**config.mk**
```make
export PLATFORM = sky130hd
export DESIGN_NAME = radarpim_reset_sequencer_flat
export DESIGN_NICKNAME = d
export VERILOG_FILES = /design/src/rtl/radarpim_reset_sequencer_if.sv /design/src/rtl/radarpim_reset_sequencer.sv /design/src/flat_wrapper.sv
export SDC_FILE = /design/constraint.sdc
export NUM_CORES = 1
export LEC_CHECK = 0
export CAP_MARGIN = 10
export CORE_ASPECT_RATIO = 0.9
export CORE_MARGIN = 8
export CORE_UTILIZATION = 56
export CTS_BUF_LIST = sky130_fd_sc_hd__clkbuf_2
export CTS_CLUSTER_SIZE = 28
export DETAILED_ROUTE_END_ITERATION = 12
export GPL_TIMING_DRIVEN = 0
export PLACE_DENSITY = 0.77
export SLEW_MARGIN = 20
export SYNTH_ARGS = -nofsm -noshare
export SYNTH_HDL_FRONTEND = slang
export SYNTH_SLANG_ARGS = --single-unit
```
**constraint.sdc**
```tcl
create_clock -name external_clk -period 2.1 [get_ports external_clk]
set_clock_uncertainty 0.05 [all_clocks]
set_input_delay 0.315 -clock external_clk [delete_from_list [all_inputs] [get_ports external_clk]]
set_output_delay 0.315 -clock external_clk [all_outputs]
set_load 0.02 [all_outputs]
```
**src/rtl/radarpim_reset_sequencer_if.sv**
```systemverilog
`default_nettype none
// ============================================================================
//  Module      : radarpim_reset_sequencer_if
//  Description : Lock/request inputs and sequenced reset/status outputs of
//                the RadarPIM clock-domain reset sequencer.
//  Revision    : 1.0 - initial release
// ============================================================================
interface radarpim_reset_sequencer_if #(
    parameter int NUM_DOMAINS = 4,
    parameter int CNT_W       = 8
);
    logic                   pll_locked;
    logic                   soft_rst_req;
    logic [NUM_DOMAINS-1:0] domain_rstnn;
    logic                   seq_done;
    logic [CNT_W-1:0]       lock_lost_cnt;
    logic [2:0]             seq_state;

    // System side: drives lock and software request, observes resets.
    modport master (
        output pll_locked,
        output soft_rst_req,
        input  domain_rstnn,
        input  seq_done,
        input  lock_lost_cnt,
        input  seq_state
    );

    // Sequencer side.
    modport slave (
        input  pll_locked,
        input  soft_rst_req,
        output domain_rstnn,
        output seq_done,
        output lock_lost_cnt,
        output seq_state
    );
endinterface
`default_nettype wire

```
**src/rtl/radarpim_reset_sequencer.sv**
```systemverilog
`default_nettype none
// ============================================================================
//  Module      : radarpim_reset_sequencer
//  Description : Filters the PLL lock, then releases NUM_DOMAINS active-low
//                domain resets one at a time with a fixed gap. Re-asserts all
//                domains on lock loss or software request and counts losses.
//  Revision    : 1.0 - initial release
// ============================================================================
module radarpim_reset_sequencer #(
    parameter int NUM_DOMAINS      = 4,
    parameter int LOCK_FILTER      = 1024,
    parameter int STAGGER          = 16,
    parameter int SOFT_HOLD_CYCLES = 64,
    parameter int CNT_W            = 8
) (
    input  wire logic                        external_clk,
    input  wire logic                        external_rst,
    radarpim_reset_sequencer_if.slave        bus
);

    // Counter sizing: each counter holds 0..max, max being a compare target.
    localparam int c_REL_MAX  = (NUM_DOMAINS - 1) * STAGGER;
    localparam int c_REL_W    = (c_REL_MAX > 0) ? $clog2(c_REL_MAX + 1) : 1;
    localparam int c_FILT_W   = (LOCK_FILTER > 1) ? $clog2(LOCK_FILTER) : 1;
    localparam int c_HOLD_W   = (SOFT_HOLD_CYCLES > 1) ? $clog2(SOFT_HOLD_CYCLES) : 1;

    localparam logic [c_REL_W-1:0]  c_REL_LAST  = c_REL_W'(c_REL_MAX);
    localparam logic [c_FILT_W-1:0] c_FILT_LAST = c_FILT_W'(LOCK_FILTER - 1);
    localparam logic [c_HOLD_W-1:0] c_HOLD_LAST = c_HOLD_W'(SOFT_HOLD_CYCLES - 1);
    localparam logic [CNT_W-1:0]    c_LOST_MAX  = {CNT_W{1'b1}};

    typedef enum logic [2:0] {
        ST_RESET_HOLD = 3'd0,
        ST_WAIT_LOCK  = 3'd1,
        ST_FILTER     = 3'd2,
        ST_RELEASE    = 3'd3,
        ST_RUN        = 3'd4,
        ST_SOFT_HOLD  = 3'd5
    } state_t;

    state_t                 r_state;
    state_t                 w_state_nxt;
    logic [1:0]             r_sync;
    logic [c_FILT_W-1:0]    r_filt_cnt;
    logic [c_FILT_W-1:0]    w_filt_cnt_nxt;
    logic [c_REL_W-1:0]     r_rel_cnt;
    logic [c_REL_W-1:0]     w_rel_cnt_nxt;
    logic [c_HOLD_W-1:0]    r_hold_cnt;
    logic [c_HOLD_W-1:0]    w_hold_cnt_nxt;
    logic [NUM_DOMAINS-1:0] r_domain;
    logic [NUM_DOMAINS-1:0] w_domain_nxt;
    logic                   r_seq_done;
    logic                   w_seq_done_nxt;
    logic [CNT_W-1:0]       r_lost_cnt;
    logic [CNT_W-1:0]       w_lost_cnt_nxt;
    logic [NUM_DOMAINS-1:0] w_release_mask;
    logic                   w_lock_s;
    logic                   w_lock_loss;

    assign w_lock_s = r_sync[1];

    // Domain i becomes eligible once rel_cnt reaches i*STAGGER.
    for (genvar i = 0; i < NUM_DOMAINS; i++) begin : g_release_mask
        if (i == 0) begin : g_first
            assign w_release_mask[i] = 1'b1;
        end else begin : g_rest
            localparam logic [c_REL_W-1:0] c_THRESH = c_REL_W'(i * STAGGER);
            assign w_release_mask[i] = (r_rel_cnt >= c_THRESH);
        end
    end

    // Lock is only "lost" once the sequencer has left the filter path.
    assign w_lock_loss = !w_lock_s &&
                         ((r_state == ST_RELEASE) || (r_state == ST_RUN) ||
                          (r_state == ST_SOFT_HOLD));

    // Two-flop synchroniser for the asynchronous PLL lock.
    always_ff @(posedge external_clk) begin
        if (external_rst) begin
            r_sync <= 2'b00;
        end else begin
            r_sync <= {r_sync[0], bus.pll_locked};
        end
    end

    // State, counters and registered outputs.
    always_ff @(posedge external_clk) begin
        if (external_rst) begin
            r_state    <= ST_RESET_HOLD;
            r_filt_cnt <= '0;
            r_rel_cnt  <= '0;
            r_hold_cnt <= '0;
            r_domain   <= '0;
            r_seq_done <= 1'b0;
            r_lost_cnt <= '0;
        end else begin
            r_state    <= w_state_nxt;
            r_filt_cnt <= w_filt_cnt_nxt;
            r_rel_cnt  <= w_rel_cnt_nxt;
            r_hold_cnt <= w_hold_cnt_nxt;
            r_domain   <= w_domain_nxt;
            r_seq_done <= w_seq_done_nxt;
            r_lost_cnt <= w_lost_cnt_nxt;
        end
    end

    // Next-state logic; lock loss takes priority over every other event.
    always_comb begin
        w_state_nxt    = r_state;
        w_filt_cnt_nxt = r_filt_cnt;
        w_rel_cnt_nxt  = r_rel_cnt;
        w_hold_cnt_nxt = r_hold_cnt;
        w_domain_nxt   = r_domain;
        w_seq_done_nxt = r_seq_done;
        w_lost_cnt_nxt = r_lost_cnt;

        if (w_lock_loss) begin
            w_state_nxt    = ST_WAIT_LOCK;
            w_domain_nxt   = '0;
            w_seq_done_nxt = 1'b0;
            if (r_lost_cnt != c_LOST_MAX) begin
                w_lost_cnt_nxt = r_lost_cnt + CNT_W'(1);
            end
        end else begin
            case (r_state)
                ST_RESET_HOLD: begin
                    w_state_nxt = ST_WAIT_LOCK;
                end
                ST_WAIT_LOCK: begin
                    if (w_lock_s) begin
                        w_state_nxt    = ST_FILTER;
                        w_filt_cnt_nxt = '0;
                    end
                end
                ST_FILTER: begin
                    if (!w_lock_s) begin
                        w_state_nxt = ST_WAIT_LOCK;
                    end else if (r_filt_cnt == c_FILT_LAST) begin
                        w_state_nxt   = ST_RELEASE;
                        w_rel_cnt_nxt = '0;
                    end else begin
                        w_filt_cnt_nxt = r_filt_cnt + c_FILT_W'(1);
                    end
                end
                ST_RELEASE: begin
                    w_domain_nxt = r_domain | w_release_mask;
                    if (r_rel_cnt == c_REL_LAST) begin
                        w_state_nxt    = ST_RUN;
                        w_seq_done_nxt = 1'b1;
                    end else begin
                        w_rel_cnt_nxt = r_rel_cnt + c_REL_W'(1);
                    end
                end
                ST_RUN: begin
                    if (bus.soft_rst_req) begin
                        w_state_nxt    = ST_SOFT_HOLD;
                        w_hold_cnt_nxt = '0;
                        w_domain_nxt   = '0;
                        w_seq_done_nxt = 1'b0;
                    end
                end
                ST_SOFT_HOLD: begin
                    // Lock is known good here, so skip the filter and re-release.
                    if (r_hold_cnt == c_HOLD_LAST) begin
                        w_state_nxt   = ST_RELEASE;
                        w_rel_cnt_nxt = '0;
                    end else begin
                        w_hold_cnt_nxt = r_hold_cnt + c_HOLD_W'(1);
                    end
                end
                default: begin
                    w_state_nxt = ST_RESET_HOLD;
                end
            endcase
        end
    end

    assign bus.domain_rstnn  = r_domain;
    assign bus.seq_done      = r_seq_done;
    assign bus.lock_lost_cnt = r_lost_cnt;
    assign bus.seq_state     = r_state;

endmodule
`default_nettype wire

```
**src/flat_wrapper.sv**
```systemverilog
// flat-port wrapper written by rule: the top's interface ports become plain ports
module radarpim_reset_sequencer_flat 
#(
    parameter int NUM_DOMAINS      = 4,
    parameter int LOCK_FILTER      = 1024,
    parameter int STAGGER          = 16,
    parameter int SOFT_HOLD_CYCLES = 64,
    parameter int CNT_W            = 8
)
  (external_clk, external_rst, bus_pll_locked, bus_soft_rst_req, bus_domain_rstnn, bus_seq_done, bus_lock_lost_cnt, bus_seq_state);
  radarpim_reset_sequencer_if #(.NUM_DOMAINS(NUM_DOMAINS), .CNT_W(CNT_W)) bus_i ();
  input  wire logic external_clk;
  input  wire logic external_rst;
  input wire logic [$bits(bus_i.pll_locked)-1:0] bus_pll_locked;
  input wire logic [$bits(bus_i.soft_rst_req)-1:0] bus_soft_rst_req;
  output wire logic [$bits(bus_i.domain_rstnn)-1:0] bus_domain_rstnn;
  output wire logic [$bits(bus_i.seq_done)-1:0] bus_seq_done;
  output wire logic [$bits(bus_i.lock_lost_cnt)-1:0] bus_lock_lost_cnt;
  output wire logic [$bits(bus_i.seq_state)-1:0] bus_seq_state;
  assign bus_i.pll_locked = bus_pll_locked;
  assign bus_i.soft_rst_req = bus_soft_rst_req;
  assign bus_domain_rstnn = bus_i.domain_rstnn;
  assign bus_seq_done = bus_i.seq_done;
  assign bus_lock_lost_cnt = bus_i.lock_lost_cnt;
  assign bus_seq_state = bus_i.seq_state;
  radarpim_reset_sequencer #(.NUM_DOMAINS(NUM_DOMAINS), .LOCK_FILTER(LOCK_FILTER), .STAGGER(STAGGER), .SOFT_HOLD_CYCLES(SOFT_HOLD_CYCLES), .CNT_W(CNT_W)) u_core (.external_clk(external_clk), .external_rst(external_rst), .bus(bus_i));
endmodule
```
==> flow_summary.toml, run 1 <==
[power_and_ir_drop]
p_per_area_nw_per_um2 = 488
p_leak_nw = 0.754
irDropWorstVdd_uv = 257

[worst_hold_path]
hold_path_class = "in -> reg"

[setup_path]
arrival_ns = 2.23
critPathMaxFanout = 8
cp_slowest_stage_delay_ns = 0.40
worst_ep_required_time_ns = 2.34
worst_path_max_delay_cell = "dfxtp_1"
worstSetupStartpointType = "flip-flop"
critPathKind = "reg -> reg"
endpoint_kind = "flip-flop"
critical_path.cell_chain = "ha_1 -> and3_1 -> nand4_4 -> o22a_1 -> o22ai_4 -> mux2_2"

[timing]
finalHoldViolCount = 0
rsz0062_at_grt = "no"
timing.fmax_mhz = 504
final_critical_path_required_period_ns = 1.99
timing_max_transition_violations_final = 0
final.period_utilization_pct = 94.5
worst_slew_margin_rel_pct = 58.1
post-route-worst-setup-slack_ns = 0.115
worst-slew-pin-transition_ns = 0.628
timing.final.setup_violations = 0

[placed_design]
detailed_place_hpwl_um = 3000
pre_cts_slack_ns = -0.00309
placedInstanceArea_um2 = 2310
placement.io_buffers = 18
routabilityCongestion = 0.789

[clock_network]
cts_root_buffer = "clkbuf_2"
cts-buffers-inserted = 5
clockBufferDepth = 2
number_of_hold_buffers_added_after_cts = 0
tritoncts_clock_tree = "done"
cts.sinks = 40
clk_transition_reported_paths_ns = 0.19
cts.htree.levels = 2
clk-insertion-delay-late_ns = 0.38

[synthesis]
ys_top_cells_by_count = "dfxtp_1, nor2_1, a21oi_1"
leading_area_contributor_after_synthesis = "dfxtp_1"
netlist-cell-type-count = 48
synth_cells = 240
synth.most_common_cell = "dfxtp_1"
postSynthRegisterBits = 40
synth_area_leaders = "dfxtp_1, nor2_1, xnor2_1"
synth_edf_count = 0
async_flop_share_pct = 0
synth_sequential_area_ratio_pct = 38.6
post_synth.cell_area_avg_um2 = 8.64
synth_top_area_share_pct = 38.6
syn-num-nets = 249
postSynth.topFlopCell = "dfxtp_1"
ys_warn_count = 0
syn-cell-area_um2 = 2070

[cells_and_area]
final_design_area_no_fill_um2 = 2370
post_route_cells_drive_above_1_share_pct = 10.5
antenna-diode-count = 0
final.fill_count = 311
area_growth_pct = 14.5
finalNetCount = 275

[global_routing]
vias_in_the_first_global_route = 1600
gr-usage-all-layers_pct = 15.0
grt_max_degree = 12
grt_first_pass_wirelength_um = 7170
antenna_found_initial = 0
grt-ovfl-total = 0

[detailed_routing]
dr.pass1.iters = 4
vias = 1759
vias_per_cell = 5.62
initialDrtViolationCount = 124
route.final.wire_length_um = 4130
drt.antenna.violating_nets = 0
drc_errors = 0
wire_per_inst_um = 13.2

[floorplanning]
floorplan.rows = 21
height_of_the_die_um = 73.7
core_region_um2 = 3630
dieArea_um2 = 5910
chip_width_um = 80.1
top_level_ports = 20
initial_core_util_pct = 57.2

[outcome]
run_status = "finished, final reports clean"

[run]
max_cap_viol_count = 0
final timing paths:
kind | start | slack (ns) | depth (start not counted) | end
worst max register to register | u_core.r_hold_cnt[1] | 0.11 | 6 | u_core.r_rel_cnt[1]
worst min register to register | u_core.r_sync[0] | 0.41 | 1 | u_core.r_sync[1]
worst max-delay path | u_core.r_hold_cnt[1] | 0.11 | 6 | u_core.r_rel_cnt[1]
worst min-delay path | external_rst | 0.38 | 3 | u_core.r_rel_cnt[1]
sequential cells by signal (all words and copies together), names as in the netlist:
signal	count
u_core.bus.seq_done	1
u_core.bus.domain_rstnn	4
u_core.r_rel_cnt	6
u_core.bus.seq_state	3
u_core.r_hold_cnt	6
u_core.r_filt_cnt	10
u_core.r_sync	2
u_core.bus.lock_lost_cnt	8
per-stage QoR:
stage / setup TNS (ns) / cells / utilization (%) / power (mW) / hold WS, ns
floorplan: 0 / 240 / - / 0.832 / 0.364
global placement: 0 / 304 / 63.7 / 0.853 / 0.365
detailed placement: -0.00309 / 304 / 63.7 / 0.854 / 0.385
CTS: 0 / 312 / 65.0 / 1.17 / 0.370
global route: 0 / 313 / 65.5 / 1.22 / 0.392
finish: 0 / 313 / 65.5 / 1.16 / 0.378
report_power, final:
group	internal, mW	switching [mW]
combinational	0.0244	0.0472
sequential	0.764	0.00419
clock	0.0893	0.231
cells by family (layout without fill, tap and decap cells):
logic type / Yosys count / in the layout / share of synthesized area [%]
compound gates: 50 / 50 / 19.0
xor+xnor: 16 / 16 / 6.76
fa+ha+maj: 5 / 5 / 3.02
buf+inv: 18 / 45 / 3.92
flops: 40 / 40 / 38.6
mux: 1 / 1 / 0.543
simple gates: 110 / 110 / 28.1
what timing repair did:
item / in CTS / in global routing
gates resized for setup: 1 / 2
pin swaps: 0 / 1
setup endpoints to repair: 1 / 1
buffers inserted: 0 / 1
routing by layer:
metal | wire length [um] | vias to the layer above | GRT usage (%)
li1 | - | 915 | -
met1 | 2090 | 801 | 19.7
met2 | 1740 | 36 | 22.5
met3 | 248 | 7 | 4.28
met4 | 53 | 0 | 5.65
met5 | 0 | - | 0
cell type report:
type                            instances  area [um2]  share of cell area, %
Sequential cell                        40         802                   33.8
Clock inverter                          1        3.75                  0.158
Multi-Input combinational cell        182        1210                   50.8
Timing Repair Buffer                   19         188                   7.90
Buffer                                 10        51.3                   2.16
Clock buffer                            7        35.0                   1.48
Inverter                                8        30.0                   1.26
Tap cell                               46        57.6                   2.42
placed cells by master, fill, tap and decap left out, types with 3 or more instances in the layout:
cell,instances
dfxtp_1,39
nor2_1,32
a21oi_1,18
clkdlybuf4s50_1,18
nand3_1,16
nand2_1,15
xnor2_1,11
inv_1,8
nand2b_1,8
nor3_1,8
clkbuf_2,7
clkbuf_1,6
nand4_1,6
xor2_1,5
o21ai_0,5
ha_1,5
nor2b_1,4
nand3b_1,4
o32ai_1,4
and4_1,3
a31oi_1,3
nor3b_1,3
worst max-delay path: cells and delay by family, from the launching register on:
family                     cells  cell delay [ns]
and+or+nand+nor                2             0.43
muxes                          1             0.35
DFF                            1             0.40
adders and majority gates      1             0.17
AOI/OAI and AO/OA              2             0.49
(Power assumes the default switching activity.)
==> run 2, diff against run 1 <==
Settings changed: CAP_MARGIN 10 to 20, SLEW_MARGIN 20 to not set.
==> results of run 2 <==
No change in the layout: final DEF, timing and power equal those of run 1.
==> run 3, diff against run 2 <==
Settings changed: REMOVE_ABC_BUFFERS set to 1, SETUP_SLACK_MARGIN set to 0.05.
==> flow_summary.toml, run 3 (synthesis results as in run 1) <==
[clock_network]
clk_transition_reported_paths_ns = 0.20
clk-insertion-delay-late_ns = 0.39
post_cts.repair.setup_buffers = 0
cts.sinks = 40
clockBufferDepth = 2
cts_root_buffer = "clkbuf_2"
cts-buffers-inserted = 5
cts.htree.levels = 2
tritoncts_clock_tree = "done"

[placed_design]
routabilityCongestion = 0.798
placedInstanceArea_um2 = 2270
placement.io_buffers = 19
placed_cells = 295
pre_cts_slack_ns = -0.0795
detailed_place_hpwl_um = 2830

[detailed_routing]
vias_per_cell = 5.82
dr.pass1.iters = 4
drt.antenna.violating_nets = 0
drc_errors = 0
wire_per_inst_um = 13.3
initialDrtViolationCount = 208
vias = 1763
route.final.wire_length_um = 4040

[cells_and_area]
post_route_cells_drive_above_1_share_pct = 10.9
multiInputGateArea_um2 = 1210
finalNetCount = 265
mostFrequentLayoutCells = "dfxtp_1, nor2_1, clkdlybuf4s50_1"
final_util_pct = 65.0
layoutNonFillerInstCount = 303
largest_register_ff_count = 10
antenna-diode-count = 0
area_growth_pct = 13.7
final_common_cell = "dfxtp_1"
register_area_um2 = 807
final.fill_count = 322
final_design_area_no_fill_um2 = 2360
max_flop_register = "u_core.r_filt_cnt"

[timing]
final_critical_path_required_period_ns = 1.97
final.period_utilization_pct = 93.7
rsz0062_at_grt = "yes"
timing.final.setup_violations = 0
timing.fmax_mhz = 508
finalHoldViolCount = 0
post-route-worst-setup-slack_ns = 0.132
worst_slew_margin_rel_pct = 33.8
timing_max_transition_violations_final = 0
hold-worst-slack_ns = 0.409
worst-slew-pin-transition_ns = 0.990

[setup_path]
arrival_ns = 2.20
worstSetupStartpointType = "flip-flop"
endpoint_kind = "flip-flop"
critPathMaxFanout = 7
critPathKind = "reg -> reg"
worst_ep_required_time_ns = 2.33

[run]
max_cap_viol_count = 0

[floorplanning]
core_region_um2 = 3630
floorplan.rows = 21
initial_core_util_pct = 57.2
chip_width_um = 80.1
height_of_the_die_um = 73.7
top_level_ports = 20
dieArea_um2 = 5910

[global_routing]
antenna_found_initial = 0
grt_first_pass_wirelength_um = 6890
gr-usage-all-layers_pct = 14.4
grt_max_degree = 29
grt-ovfl-total = 0
vias_in_the_first_global_route = 1548

[power_and_ir_drop]
p_per_area_nw_per_um2 = 550
p_leak_nw = 0.737
irDropWorstVdd_uv = 522

[worst_hold_path]
hold_path_class = "reg -> reg"

[outcome]
run_status = "finished, final reports clean"
-- run 3: cell types whose count changed in the layout (fill, tap and decap cells not counted), sizes merged --
| cell | before | now |
|---|---|---|
| clkdlybuf4s50 | 18 | 19 |
| buf | 5 | 0 |
| clkbuf | 13 | 6 |
| bufinv | 0 | 1 |
-- run 3: final timing paths --
path	to	startpoint	cells after the start	slack, ns
worst min-delay path	u_core.r_sync[1]	u_core.r_sync[0]	1	0.41
worst min register to register	u_core.r_sync[1]	u_core.r_sync[0]	1	0.41
worst max-delay path	u_core.r_filt_cnt[9]	u_core.r_filt_cnt[0]	6	0.13
worst max register to register	u_core.r_filt_cnt[9]	u_core.r_filt_cnt[0]	6	0.13
-- run 3: power breakdown --
| part | switching, mW | internal, mW | total, mW |
|---|---|---|---|
| Combinational | 0.0391 | 0.0217 | 0.0608 |
| Clock | 0.255 | 0.205 | 0.460 |
| Sequential | 0.0106 | 0.765 | 0.776 |
| Total | 0.305 | 0.992 | 1.30 |
-- run 3: repair_timing --
action                     CTS  global route
hold buffers                 0             0
setup endpoints to repair    2             3
resized for setup            3             4
-- run 3: area by class of cell --
| type | instances | area share [%] |
|---|---|---|
| clock buffer | 6 | 1.27 |
| timing repair buffer | 19 | 8.07 |
| clock inverter | 2 | 1.49 |
| inverter | 8 | 1.27 |
| tap | 46 | 2.44 |
| multi-input combinational | 182 | 51.2 |
| sequential | 40 | 34.2 |
-- run 3: stage by stage --
stage / setup TNS [ns] / power [mW]
floorplan: 0 / 0.822
global placement: -0.388 / 0.849
detailed placement: -0.595 / 0.850
CTS: 0 / 1.31
global route: 0 / 1.34
finish: 0 / 1.30
-- run 3: routing by layer --
layer | track usage, % | share of wire (%) | vias to the layer above
met5 | 0 | 0 | -
met4 | 5.85 | 1.5 | 0
met3 | 3.67 | 5.1 | 7
met2 | 21.3 | 43 | 41
met1 | 19.2 | 50 | 825
li1 | - | - | 890
-- run 3: critical path: stages (launching register included) --
cell and delay, ns:
dfxtp_1 0.37, ha_1 0.27, and3_1 0.24, a41o_4 0.34, a2111oi_4 0.38, xnor2_1 0.16
nor2_1 0.05
==> patch, RTL diff (settings of run 3) <==
`CNT_W` is set to 8 in 3 places; all go to 9.
--- a/src/rtl/radarpim_reset_sequencer_if.sv
+++ b/src/rtl/radarpim_reset_sequencer_if.sv
@@ -9,3 +9,3 @@
     parameter int NUM_DOMAINS = 4,
-    parameter int CNT_W       = 8
+    parameter int CNT_W       = 9
 );
--- a/src/rtl/radarpim_reset_sequencer.sv
+++ b/src/rtl/radarpim_reset_sequencer.sv
@@ -13,3 +13,3 @@
     parameter int SOFT_HOLD_CYCLES = 64,
-    parameter int CNT_W            = 8
+    parameter int CNT_W            = 9
 ) (
--- a/src/flat_wrapper.sv
+++ b/src/flat_wrapper.sv
@@ -7,3 +7,3 @@
     parameter int SOFT_HOLD_CYCLES = 64,
-    parameter int CNT_W            = 8
+    parameter int CNT_W            = 9
 )
Ports: changed (resized bus_lock_lost_cnt); port bits go from 20 to 21. No check against the original RTL was run, so the function may have changed too.
==> patch against run 3 <==
Final area grew 2.6%. Area after synthesis up 0.91%. Sequential cell count rose by 1. Critical path depth is the same. Worst setup slack lost 0.055 ns. Utilization rose by 1.2 points. Power shrank 4.9%. Fmax fell by 2.7%. Routed wire length grew 5.2%. Synthesized cell count up 1.7%. Critical path type unchanged.
==> patch: results (changes against run 3) <==
[final_layout]
drive_gt1_share_pct=13.11  ; +2.2 points
final_nets=276  ; +4.2%
nFillCells=321  ; -0.31%
top_register=u_core.r_filt_cnt

[logic_synthesis]
ys_seq_area_share_pct=39.23  ; +0.61 points
netlist_top_cells_area=dfxtp_1 39%, nor2_1 6.5%, xnor2_1 5.9%, a21oi_1 3.8%, ha_1 3.6%
yosysWarnings=0  ; unchanged
synthTopCellsByCount=41 x dfxtp_1, 36 x nor2_1, 16 x a21oi_1, 15 x nand2_1

[routing]
ant_nets=0  ; unchanged
drc=0  ; unchanged
drtIter0Drc=108  ; -48%
vias=1771  ; +0.45%
wirelength_um=4248  ; +5.2%

[power_and_ir_drop]
peakVddDrop_uv=401.5  ; -23%
combPwrFrac_pct=8.1  ; +3.4 points
p_leak_nw=0.7909  ; +7.4%
p_int_mw=0.9102  ; -8.2%
pwr-share-clk_pct=26.7  ; -8.8 points

[global_route]
grt_pass1_vias=1605  ; +3.7%
grt_max_degree=30  ; +3.4%
grt_usage_pct=14.77  ; +0.42 points
grt_pass1_wl_um=7100  ; +3.0%

[placed_design]
dp_slack_ns=-0.1084  ; -0.02896 ns
place.gp.congestion=0.8024  ; +0.61%
io_buffers=20  ; +1
post_dp_cell_area_um2=2291  ; +0.94%

[worst_setup_path]
crit_slowest_cell=dfxtp_2
crit_family=simple AND/OR/NAND/NOR gates
cp_data_arrival_time_ns=2.28  ; +0.08 ns
reg2reg_slack_ns=0.08  ; -0.05 ns
cp_max_fo=5  ; -2

[sta]
max_slew_margin_pct=32.47  ; -1.3 points
post-route-period-util_pct=96.34  ; +2.6 points

[min_path]
hold_path.class=primary input to register

[outcome]
status=finished clean

[patch: final timing paths]
path / from / cells past startpoint / to
min reg2reg: u_core.r_sync[0] / 1 / u_core.r_sync[1]
max: u_core.r_hold_cnt[0] / 6 / u_core.r_rel_cnt[1]
max reg2reg: u_core.r_hold_cnt[0] / 6 / u_core.r_rel_cnt[1]
min: bus_pll_locked / 2 / u_core.r_sync[0]
[patch: layout make-up]
cell class              count  area [µm²]  area share [%]
clock buffers               6       30.03           1.242
clock inverters             2       10.01          0.4139
inverters                  12       47.55           1.966
multi-input cells         182        1210           50.03
flip-flops and latches     41       833.3           34.45
well taps                  46       57.56           2.380
repair buffers             24       230.2           9.519
[patch: per-layer routing]
metal	track usage [%]	share of wire, %	up-vias
li1	-	-	912
met1	19.08	49	806
met2	23.40	44	43
met3	3.382	5.0	10
met4	5.444	1.5	0
met5	0	0	-
[patch: cell families (layout without fill, tap and decap cells)]
group / count (synthesis) / after routing / synth area share, %
multiplexers: 4 / 4 / 1.974
AO/OA/AOI/OAI: 55 / 55 / 19.26
XOR/XNOR: 17 / 17 / 7.118
AND/OR/NAND/NOR: 100 / 100 / 23.74
buffers and inverters: 21 / 44 / 5.084
adder cells (fa/ha/maj): 6 / 6 / 3.588
flip-flops: 41 / 41 / 39.23
[patch: what timing repair did]
item | CTS | global route
endpoints found under the hold margin | 0 | 0
pin swaps | 2 | 3
gates resized for setup | 10 | 7
setup endpoints to repair | 10 | 14
buffers inserted | 2 | 2
[patch: through the flow]
step                instances  total power, mW  TNS, ns  hold slack (ns)  utilization, %
global route              313            1.299        0           0.3754           66.22
global placement          301           0.9120  -0.7108           0.3673           62.73
floorplan                 235           0.8736        0           0.3341               -
CTS                       311            1.248        0           0.3776           65.09
finish                    313            1.232        0           0.4029           66.22
detailed placement        301           0.9121  -0.8822           0.3804           62.73
